<file path="config.mk">
export PLATFORM = sky130hd
export DESIGN_NAME = pipe_shift_reg
export DESIGN_NICKNAME = d
export VERILOG_FILES = /design/src/rtl/pipe_shift_reg_pkg.sv /design/src/rtl/pipe_shift_reg_stage.sv /design/src/rtl/pipe_shift_reg.sv
export SDC_FILE = /design/constraint.sdc
export NUM_CORES = 1
export LEC_CHECK = 0
export CORE_ASPECT_RATIO = 0.6
export CORE_UTILIZATION = 31
export CTS_CLUSTER_SIZE = 12
export DETAILED_ROUTE_END_ITERATION = 7
export HOLD_SLACK_MARGIN = 0.12
export PLACE_DENSITY = 0.74
export SLEW_MARGIN = 20
export SYNTH_ARGS = -nofsm -noshare
export SYNTH_HDL_FRONTEND = slang
export SYNTH_SLANG_ARGS = --single-unit
</file>
<file path="constraint.sdc">
create_clock -name CLK -period 1.5 [get_ports CLK]
set_input_delay 0.3 -clock CLK [delete_from_list [all_inputs] [get_ports CLK]]
set_output_delay 0.3 -clock CLK [all_outputs]
set_load 0.05 [all_outputs]
</file>
<file path="src/rtl/pipe_shift_reg_pkg.sv">
// pipe_shift_pkg: shared constants and helpers for the elastic pipeline register.
//   DEFAULT_WIDTH  default datapath width
//   cnt_w()        width of an occupancy counter able to hold 0..DEPTH
//   CLEAR_DATA     1 when PIPE_SHIFT_REG_CLEAR_DATA_EN is defined (data flops
//                  cleared on reset/flush/bubble), 0 otherwise
package pipe_shift_pkg;

    localparam int DEFAULT_WIDTH = 32;

`ifdef PIPE_SHIFT_REG_CLEAR_DATA_EN
    localparam bit CLEAR_DATA = 1'b1;
`else
    localparam bit CLEAR_DATA = 1'b0;
`endif

    function automatic int cnt_w(input int depth);
        return $clog2(depth + 1);
    endfunction

endpackage

</file>
<file path="src/rtl/pipe_shift_reg_stage.sv">
// pipe_shift_stage: one stage of the elastic pipeline (valid flop + data flop).
// Configuration macro: PIPE_SHIFT_REG_CLEAR_DATA_EN (zero data on reset, flush
// and whenever the stage becomes a bubble).
// Ports:
//   CLK, RST     clock, synchronous active-high reset
//   flush        drop the held entry at the next edge
//   adv          stage may load from its predecessor this cycle
//   prev_valid   valid bit of the predecessor (or the input accept)
//   prev_data    data of the predecessor (or in_data)
//   valid, data  stage contents
module pipe_shift_stage
    import pipe_shift_pkg::*;
#(
    parameter int WIDTH = DEFAULT_WIDTH
) (
    input  logic             CLK,
    input  logic             RST,
    input  logic             flush,
    input  logic             adv,
    input  logic             prev_valid,
    input  logic [WIDTH-1:0] prev_data,
    output logic             valid,
    output logic [WIDTH-1:0] data
);

    always_ff @(posedge CLK) begin
        if (RST || flush)
            valid <= 1'b0;
        else if (adv)
            valid <= prev_valid;
    end

`ifdef PIPE_SHIFT_REG_CLEAR_DATA_EN
    // Loading a bubble clears the data so an invalid stage always reads zero.
    always_ff @(posedge CLK) begin
        if (RST || flush)
            data <= '0;
        else if (adv)
            data <= prev_valid ? prev_data : '0;
    end
`else
    // No reset on data; only real items are loaded so an empty output keeps
    // the last delivered value.
    always_ff @(posedge CLK) begin
        if (adv && prev_valid)
            data <= prev_data;
    end
`endif

endmodule

</file>
<file path="src/rtl/pipe_shift_reg.sv">
// pipe_shift_reg: parameterised elastic pipeline register (DEPTH stages of
// WIDTH bits) with ready/valid at both ends, bubble collapsing and flush.
// Configuration macro: PIPE_SHIFT_REG_CLEAR_DATA_EN (see pipe_shift_stage).
// Ports:
//   CLK, RST               clock, synchronous active-high reset
//   in_valid/in_ready/in_data     producer side (in_ready is combinational)
//   out_valid/out_ready/out_data  consumer side, driven by the last stage
//   flush                  discard all entries at the next edge
//   occupancy              registered count of valid stages
module pipe_shift_reg
    import pipe_shift_pkg::*;
#(
    parameter int WIDTH = DEFAULT_WIDTH,
    parameter int DEPTH = 1
) (
    input  logic                      CLK,
    input  logic                      RST,
    input  logic                      in_valid,
    output logic                      in_ready,
    input  logic [WIDTH-1:0]          in_data,
    output logic                      out_valid,
    input  logic                      out_ready,
    output logic [WIDTH-1:0]          out_data,
    input  logic                      flush,
    output logic [cnt_w(DEPTH)-1:0]   occupancy
);

    localparam int CW = cnt_w(DEPTH);

    logic [DEPTH-1:0]            v;
    logic [DEPTH-1:0]            adv;
    logic [DEPTH-1:0][WIDTH-1:0] d;
    logic                        accept;
    logic                        deliver;

    // adv[k] = adv[k+1] | ~v[k] unrolled: a stage advances unless it and every
    // stage downstream of it is valid while the consumer stalls. Writing it
    // flat keeps the vector free of bit-to-bit self dependencies.
    for (genvar k = 0; k < DEPTH; k++) begin : g_adv
        assign adv[k] = out_ready | ~(&v[DEPTH-1:k]);
    end

    assign in_ready  = adv[0] & ~flush;
    assign accept    = in_valid & in_ready;
    assign out_valid = v[DEPTH-1];
    assign out_data  = d[DEPTH-1];
    assign deliver   = out_valid & out_ready;

    for (genvar k = 0; k < DEPTH; k++) begin : g_stage
        logic             pv;
        logic [WIDTH-1:0] pd;
        if (k == 0) begin : g_head
            assign pv = accept;
            assign pd = in_data;
        end else begin : g_body
            assign pv = v[k-1];
            assign pd = d[k-1];
        end

        pipe_shift_stage #(.WIDTH(WIDTH)) u_stage (
            .CLK        (CLK),
            .RST        (RST),
            .flush      (flush),
            .adv        (adv[k]),
            .prev_valid (pv),
            .prev_data  (pd),
            .valid      (v[k]),
            .data       (d[k])
        );
    end

    // Flush empties every stage, so the count drops to zero even if an item
    // is also delivered in that cycle.
    always_ff @(posedge CLK) begin
        if (RST || flush)
            occupancy <= '0;
        else
            occupancy <= occupancy + CW'(accept) - CW'(deliver);
    end

endmodule

</file>
* After elaboration in Yosys (flattened, before gate mapping)
Cells that the tools add are included.
Operators by class: add/subtract/negate cells 2, bitwise gates (word level) 6, reduce and logical (&&, ||, !) cells 2
Operators by type and width (number):
- $and A1 B1 Y1 | 3
- $not A1 Y1 | 2
- $add A1 B1 Y1 | 1
- $logic_and A1 B1 Y1 | 1
- $logic_or A1 B1 Y1 | 1
- $or A1 B1 Y1 | 1
- $sub A1 B1 Y1 | 1
Word-level totals: register bits after elaboration 34, output and inout port bits 35

* Longest topological paths before layout
Gate-level depths: netlist of run 1.
word-level depth 6, depth in mapped cells 3

* By module
Synthesis of run 1 repeated with hierarchy kept, for this count alone.
Unflattened totals: cells, all modules 45, area total of the unflattened synthesis 1088.5 um^2
By module, submodules not included:
- pipe_shift_stage | instances 1, cells each 36, area each 1008.5 um^2, seq. area each 980.9 um^2
- pipe_shift_reg | instances 1, cells each 9, area each 80.1 um^2, seq. area each 20.0 um^2

* Worst setup path after synthesis of run 1
OpenSTA, ideal clock, no wires.
path kind register to register, from register g_stage[0].u_stage.valid, to register g_stage[0].u_stage.data[0] (enable), data arrival time 2.287 ns, path slack -1.179 ns, cell stages (with the launch flop) 4, path buffers 0, clock period less this slack 2.679 ns, cells stage by stage dfxtp_1 nor2b_1 nor2_1 and2_1
On the way: word-level cells in the longest chain between the ends 5
RTL lines:
- from (decl) | line pipe_shift_reg_stage.sv:22 | output logic valid,
- from (signal assigned) | line pipe_shift_reg_stage.sv:30 | valid <= prev_valid;
- $not A1 Y1 | line pipe_shift_reg.sv:40 | assign adv[k] = out_ready | ~(&v[DEPTH-1:k]);
- $or A1 B1 Y1 | line pipe_shift_reg.sv:40
- $and A1 B1 Y1 | line pipe_shift_reg.sv:43 | assign in_ready = adv[0] & ~flush;
- named net in_ready | line pipe_shift_reg.sv:19 | output logic in_ready,
- $and A1 B1 Y1 | line pipe_shift_reg.sv:44 | assign accept = in_valid & in_ready;
- $logic_and A1 B1 Y1 | line pipe_shift_reg_stage.sv:45 | if (adv && prev_valid)
- to (signal assigned) | line pipe_shift_reg_stage.sv:46 | data <= prev_data;
- to (decl) | line pipe_shift_reg_stage.sv:23 | output logic [WIDTH-1:0] data
The timed path passes the listed nets, and every way through them passes these cells. A chain may end at the register's enable or synchronous reset.

* Worst setup path in the final report of run 1
from input flush, to output in_ready
On the way: word-level cells in the longest chain between the ends 2
RTL lines:
- from (decl) | line pipe_shift_reg.sv:24 | input logic flush,
- $not A1 Y1 | line pipe_shift_reg.sv:43
- $and A1 B1 Y1 | line pipe_shift_reg.sv:43
- to (decl) | line pipe_shift_reg.sv:19
Every way passes these cells.

==> impl_metrics.toml, run 1 <==
[run_status]
outcome = "completed"

[global_route]
grt_pass1_vias = 674
grt_pass1_wl_um = 3420
grt_antenna_before_repair = 0
grt-ovfl-total = 0
grt_max_degree = 18
track_usage_pct = 14.1

[timing]
setup_viol = 0
fin_crit_ps = 1440
grt_setup_unrepaired = "false"
finalHoldViolCount = 0
max-slew-margin-rel_pct = 89.2
drv_slew = 0
period_share_pct = 96.1
fmax_mhz = 694
fin_skew_ps = 1.10
tightest_slew_ps = 162

[critical_path]
reg2reg_depth = 4
crit_path_start_kind = "primary input"
critPathKind = "primary input to output pin"
crit_path_start = "flush"
crit_path_max_incr_delay_ps = 530
cp_cell_sequence = "clkdlybuf4s50_1, nor2_4, buf_4, buf_12"
arrival_ps = 1140
crit_family = "buffers and inverters"
crit_slowest_cell = "clkdlybuf4s50_1"
critPathBufInv = 3
cp_max_fo = 2
r2r-start = "g_stage[0].u_stage.valid"
cp.depth = 4
worstPathRequired_ps = 1200
end_kind = "output pin"

[cells_and_area]
drive_above_1_share_pct = 38.6
final_core_util_pct = 71.5
syn2layout_area_growth_pct = 120
final_cells = 172
nNetsFinal = 163
diodes = 0

[drt]
wl_per_cell_um = 13.7
firstDrtPassIters = 3
drc = 0
ant_nets = 0
drt-initial-drc-count = 46
routed_wirelength_um = 2350
viasPerCell = 4.02
dr_total_vias = 691

[logic_synthesis]
synthAdderAreaFrac_pct = 0
synth_area_leaders = "edfxtp_1, dfxtp_1, o21a_1"
synth_mux_area_share_pct = 0
syn_area_sq_mm = 0.00106
yosysTopAreaCellShare_pct = 90.6
synth-simple-area-share_pct = 3.77
synthCells = 44
synth.distinct_cells = 10
syn_avg_cell_area_sq_um = 24.1
synth-compound-area-share_pct = 1.89
synth_nets = 81
synth_top_family_by_area = "simple AND/OR/NAND/NOR gates"
synth-warning-count = 0
yosys_register_bits = 34
synth_area_leader_cell = "edfxtp_1"
ys_seq_area_share_pct = 94.3
synthXorXnorAreaFrac_pct = 0

[clock_network]
cts_sinks = 34
root_buffer = "clkbuf_8"
insertion_delay_ps = 280
cts_buffers = 5
clockBufferDepth = 2
clk_pin_slew_worst_paths_ps = 60
cts.htree.levels = 2
cts_tree = "built"

[floorplan]
die_y_um = 47.3
initial_utilization_pct = 32.5
placementRows = 16
io_pins = 72
die_x_um = 77.5
core_area_sq_mm = 0.00326
dieArea_sq_mm = 0.00367

[min_path]
min_from = "out_ready"
hp-class = "primary input to flip-flop"
worstHoldPathCells = 3

[place]
dp_cells = 163
gp_congestion = 0.639
io_buffers = 71

[power_and_ir_drop]
power_density_mw_per_mm2 = 935
p_total_mw = 2.18
ir_worst_vdd_uv = 713
p_leak_nw = 0.886

[job]
drv_cap = 0
## cells by family after synthesis
family	after synthesis
AO/OA/AOI/OAI	3
flip-flops	34
AND/OR/NAND/NOR	7
## state kept, by name, indices dropped and copies added (netlist names)
name	cells
g_stage.u_stage.valid	1
occupancy	1
g_stage.u_stage.data	32
## layout make-up
type,count,area (sq um)
multi-input combinational,10,77.6
fill,216,928
clock inverter,2,8.76
tap,45,56.3
clock buffer,6,72.6
sequential,34,1000
timing repair buffer,75,1110
## stage by stage
stage | setup WS, ps | area [sq um] | hold WS, ps | TNS [ps]
6_report | 58.5 | 2330 | 553 | 0
5_1_grt | 27.1 | 2330 | 553 | 0
4_1_cts | 26.3 | 2330 | 544 | 0
3_5_place_dp | -154 | 2250 | 606 | -4760
3_3_place_gp | -104 | 2250 | 578 | -3200
2_1_floorplan | -88.0 | 1080 | 399 | -2820
## synth_stat cells (all sizes together)
library cell	n
dfxtp	2
nor2b	1
and3	1
a21oi	1
nand2b	1
o21a	2
and2	1
nor2	2
edfxtp	32
nand3b	1
## timing repair
action | 4_1_cts | 5_1_grt
gates resized for setup | 1 | 0
pin swaps | 0 | 0
hold buffers | 0 | 0
endpoints found under the setup margin | 1 | 1
setup buffers | 0 | 1
## cell usage in the layout, fill, tap and decap left out, drive strengths merged
| master | instances |
|---|---|
| a21oi | 1 |
| and2 | 1 |
| and3 | 1 |
| buf | 39 |
| clkbuf | 6 |
| clkdlybuf4s50 | 35 |
| clkinv | 2 |
| dfxtp | 2 |
| dlygate4sd2 | 1 |
| edfxtp | 32 |
| nand2b | 1 |
| nand3b | 1 |
| nor2 | 2 |
| nor2b | 1 |
| o21a | 2 |
## final timing paths
check / to / slack (ps)
worst max-delay path: in_ready / 60
worst min-delay path: g_stage[0].u_stage.valid / 550
worst max register to register: g_stage[0].u_stage.data[13] / 290
worst min register to register: occupancy / 620
## power by group
part | switching (mW) | total [mW] | leakage [nW] | internal, mW
Sequential | 0.0306 | 1.12 | 0.317 | 1.09
Clock | 0.304 | 0.622 | 0.0426 | 0.318
Combinational | 0.197 | 0.443 | 0.527 | 0.246
## layer usage
layer | global-route usage [%] | wire length, um | vias to the layer above
met5 | 0 | 0 | -
met1 | 12.6 | 762 | 314
li1 | - | - | 333
met3 | 12.2 | 371 | 3
met2 | 22.3 | 1190 | 41
met4 | 9.06 | 30 | 0
## tightest hold or removal path, cell delays in order
cell and delay, ps:
dlygate4sd2_1 270, nor2b_4 70, o21a_1 160
Note: power is estimated with default switching activity, not from simulation.
==> run 2, diff against run 1 <==
- CORE_UTILIZATION: 31 -> 37
- PLACE_DENSITY: 0.74 -> 0.83
- RECOVER_POWER: default -> 50
- SLEW_MARGIN: 20 -> 25
- clock period: 1.5 -> 1.85 ns (I/O delays scaled with it)
==> run 2 against run 1 <==
Effect of this change: the run now ends with DRC left; hold slack better by 14 ps; final cell count is 8.7% lower; sequential power is 21% lower; clock power is 13% lower; global-route usage is 2.8 points higher; highest routed layer unchanged; critical endpoint is now out_data[2]; sequential cell count stayed put; largest cell class is now flip-flops and latches; register-to-register slack hardly changed.
==> impl_metrics.toml, run 2 (same netlist as run 1, synthesis figures left out) <==
[run_status]
outcome = "finished with violations"
violations = "DRC"

[clock_network]
root_buffer = "clkbuf_8"
cts_hold_buffers = 0
cts.htree.levels = 2
insertion_delay_ps = 270
clockBufferDepth = 2
clk_pin_slew_worst_paths_ps = 60
cts_buffers = 5
cts_sinks = 34
cts_tree = "built"
cts_setup_buffers = 0

[cells_and_area]
nNetsFinal = 161
drive_above_1_share_pct = 8.00
largest_reg_flops = 32
final_common_cell = "dlygate4sd3_1"
mostFrequentLayoutCells = "dlygate4sd3_1, edfxtp_1, clkdlybuf4s50_1, clkbuf_1, clkbuf_8"
top_regs = "g_stage.u_stage.data: 32 flops, g_stage.u_stage.valid: 1 flops, occupancy: 1 flops"
syn2layout_area_growth_pct = 74.4
diodes = 0
top_register = "g_stage.u_stage.data"
num-fill-cells = 176

[floorplan]
die_x_um = 71.1
dieArea_sq_mm = 0.00309
core_area_sq_mm = 0.00261
initial_utilization_pct = 40.7
die_y_um = 43.5
placementRows = 14
io_pins = 72

[global_route]
grt_pass1_vias = 751
grt-ovfl-total = 0
grt_busiest_layer = "met2"
grt_max_degree = 20
use_met3_pct = 12.3
grt_use_met1_pct = 16.0
track_usage_pct = 16.9
grt_use_met2_pct = 27.9
grt_pass1_wl_um = 3520
grt_antenna_before_repair = 0

[critical_path]
end_kind = "output pin"
worstPathRequired_ps = 1480
arrival_ps = 1420
crit_path_max_incr_delay_ps = 810
r2r-start = "g_stage[0].u_stage.valid"
critPathBufInv = 1
crit_path_start_kind = "flip-flop"
crit_slowest_cell = "clkdlybuf4s50_1"
crit_path_start = "g_stage[0].u_stage.data[2]"
critPathKind = "flip-flop to output pin"
cp_max_fo = 1
cp_cell_sequence = "clkdlybuf4s50_1"
crit_family = "buffers and inverters"

[drt]
viasPerCell = 4.50
routed_wirelength_um = 2280
wl_per_cell_um = 14.5
drc = 4
ant_nets = 0
firstDrtPassIters = 6
dr_total_vias = 707
drt-initial-drc-count = 53

[power_and_ir_drop]
ir_worst_vdd_uv = 613
power_density_mw_per_mm2 = 910
p_leak_nw = 0.653
p_total_mw = 1.68

[timing]
setup_tns_ps = 0
period_share_pct = 96.7
max-slew-margin-rel_pct = 56.5
fin_skew_ps = 3.10
finalHoldViolCount = 0
fmax_mhz = 559
setup_viol = 0
fin_crit_ps = 1790
grt_setup_unrepaired = "false"
tightest_slew_ps = 656
setup_ws_ps = 60.9
drv_slew = 0

[place]
gp_congestion = 0.642
place_ws_ps = 75.1
io_buffers = 71

[min_path]
hp-class = "flip-flop to flip-flop"
min_from = "occupancy"

[job]
drv_cap = 0
-- run 2: cell count changes in the layout (fill, tap and decap cells not counted), sizes merged --
cell / delta
clkinv: -2
buf: -37
dlygate4sd2: -1
clkdlybuf4s50: -11
clkbuf: +16
dlygate4sd3: +33
-- run 2: timing repair --
| action | CTS | global route |
|---|---|---|
| gates resized for setup | 0 | 1 |
| setup endpoints to repair | 0 | 1 |
| endpoints found under the hold margin | 0 | 0 |
-- run 2: per-stage QoR --
step	hold slack (ps)	std cells	cell area [sq um]	utilization, %
floorplan	469	44	1070	-
global placement	545	149	1830	70.1
detailed placement	554	149	1830	70.1
CTS	570	157	1920	73.5
global route	610	157	1850	70.9
finish	567	157	1850	70.9
-- run 2: layer usage --
metal	vias up	wire (um)	share of wire, %
met5	-	0	0
met3	2	328	14
met1	324	779	34
li1	331	-	-
met4	0	19	0.83
met2	50	1160	51
-- run 2: final cells by class --
cell class | count | area (sq um) | area share, %
clock buffers | 8 | 90.1 | 4.87
well taps | 32 | 40.0 | 2.16
repair buffers | 73 | 652 | 35.2
flip-flops and latches | 34 | 1000 | 54.1
multi-input cells | 10 | 67.6 | 3.65
-- run 2: path summary, 6_finish.rpt --
path | endpoint | slack [ps] | depth (start not counted)
setup / recovery | out_data[2] | 60 | 1
hold reg to reg | occupancy | 570 | 2
setup reg to reg | g_stage[0].u_stage.data[1] | 280 | 4
hold / removal | occupancy | 570 | 2
-- run 2: power by group --
group | switching [mW] | internal, mW
Clock | 0.237 | 0.303
Combinational | 0.156 | 0.0983
Sequential | 0.00938 | 0.880
Total | 0.402 | 1.28
==> run 3, diff against run 2 <==
- MAX_ROUTING_LAYER: default -> met4
==> run 3 against run 2 <==
Effect of this change: the run still ends with DRC left; global-route usage is 0.58 points higher; setup slack gained 2.7 ps; sequential cell count is the same; design area unchanged; register-to-register slack is essentially flat; clock power about the same; hold slack hardly changed; fmax increased by 0.15%; via count fell by 0.14%; sequential power hardly changed; utilization did not move; critical path type unchanged.
==> impl_metrics.toml, run 3 (same netlist as run 1, synthesis figures left out) <==
[power_and_ir_drop]
internal-power_mw = 1.28
p_total_mw = 1.68
combPwrFrac_pct = 15.1
power_density_mw_per_mm2 = 909
p_switching_mw = 0.400
ir_worst_vdd_uv = 611
p_leak_nw = 0.653
swShare_pct = 23.8
seqPwrFrac_pct = 52.9
clkPwrFrac_pct = 32.0

[timing]
tightest_slew_ps = 653
fin_crit_ps = 1790
grt_setup_unrepaired = "false"
setup_tns_ps = 0
period_share_pct = 96.6
fin_skew_ps = 3.39
max-slew-margin-rel_pct = 56.6
fmax_mhz = 560
finalHoldViolCount = 0
drv_slew = 0
setup_viol = 0
setup_ws_ps = 63.7

[cells_and_area]
mostFrequentLayoutCells = "dlygate4sd3_1, edfxtp_1, clkdlybuf4s50_1, clkbuf_1, clkbuf_8"
drive_above_1_share_pct = 8.00
top_regs = "g_stage.u_stage.data: 32 flops, g_stage.u_stage.valid: 1 flops, occupancy: 1 flops"
top_register = "g_stage.u_stage.data"
largest_reg_flops = 32
final_core_util_pct = 70.9
syn2layout_area_growth_pct = 74.4
final_common_cell = "dlygate4sd3_1"
diodes = 0
nNetsFinal = 161

[run_status]
violations = "DRC"
outcome = "finished with violations"

[min_path]
worstHoldPathCells = 2
hp-class = "flip-flop to flip-flop"

[critical_path]
crit_slowest_cell = "clkdlybuf4s50_1"
crit_path_max_incr_delay_ps = 810
crit_path_start_kind = "flip-flop"
critPathKind = "flip-flop to output pin"
worstPathRequired_ps = 1480
end_kind = "output pin"
reg2reg_depth = 4
cp.depth = 1
crit_family = "buffers and inverters"
cp_cell_sequence = "clkdlybuf4s50_1"
cp_max_fo = 1
critPathBufInv = 1
arrival_ps = 1420

[drt]
firstDrtPassIters = 6
viasPerCell = 4.50
wl_per_cell_um = 14.5
drt-initial-drc-count = 53
dr_total_vias = 706
drc = 4
routed_wirelength_um = 2280
ant_nets = 0

[place]
place_ws_ps = 75.1
gp_congestion = 0.647
io_buffers = 71

[clock_network]
cts.htree.levels = 2
clockBufferDepth = 2
insertion_delay_ps = 270
cts_setup_buffers = 0
cts_tree = "built"
cts_buffers = 5
cts_hold_buffers = 0
cts_sinks = 34
clk_pin_slew_worst_paths_ps = 60
root_buffer = "clkbuf_8"

[global_route]
grt-ovfl-total = 0
grt_pass1_vias = 756
grt_max_degree = 20
track_usage_pct = 17.5
grt_pass1_wl_um = 3520
grt_antenna_before_repair = 0

[floorplan]
die_y_um = 43.5
initial_utilization_pct = 40.7
io_pins = 72
die_x_um = 71.1
core_area_sq_mm = 0.00261
dieArea_sq_mm = 0.00309
placementRows = 14

[job]
drv_cap = 0
## run 3: routing by layer
metal / global-route usage, % / wire (um)
met4: 8.40 / 19
met5: - / 0
met2: 27.9 / 1160
met1: 16.9 / 813
met3: 10.9 / 294
## run 3: metrics by stage
| step | cell area, sq um | instances | hold slack [ps] |
|---|---|---|---|
| floorplan | 1070 | 44 | 469 |
| global placement | 1830 | 149 | 545 |
| detailed placement | 1830 | 149 | 554 |
| CTS | 1920 | 157 | 570 |
| global route | 1850 | 157 | 610 |
| finish | 1850 | 157 | 567 |
## run 3: what timing repair did
action,4_1_cts,5_1_grt
resized for setup,0,1
setup endpoints to repair,0,1
endpoints found under the hold margin,0,0
## run 3: worst paths after layout
path / startpoint / end / slack (ps)
min: occupancy / occupancy / 570
min reg2reg: occupancy / occupancy / 570
max: g_stage[0].u_stage.data[2] / out_data[2] / 60
max reg2reg: g_stage[0].u_stage.valid / g_stage[0].u_stage.data[29] / 290
## run 3: cell type report
class | count | area, sq um
repair buffers | 73 | 652
well taps | 32 | 40.0
multi-input cells | 10 | 67.6
clock buffers | 8 | 90.1
fillers | 176 | 759
flip-flops and latches | 34 | 1000
## run 3: power groups by stage
stage / Combinational (mW) / Clock (mW) / Sequential, mW
4_1_cts: 0.287 / 0.556 / 0.890
5_1_grt: 0.263 / 0.596 / 0.893
6_report: 0.254 / 0.538 / 0.890
2_1_floorplan: 0.0249 / 0 / 1.02
3_3_place_gp: 0.281 / 0 / 0.905
3_5_place_dp: 0.286 / 0 / 0.907
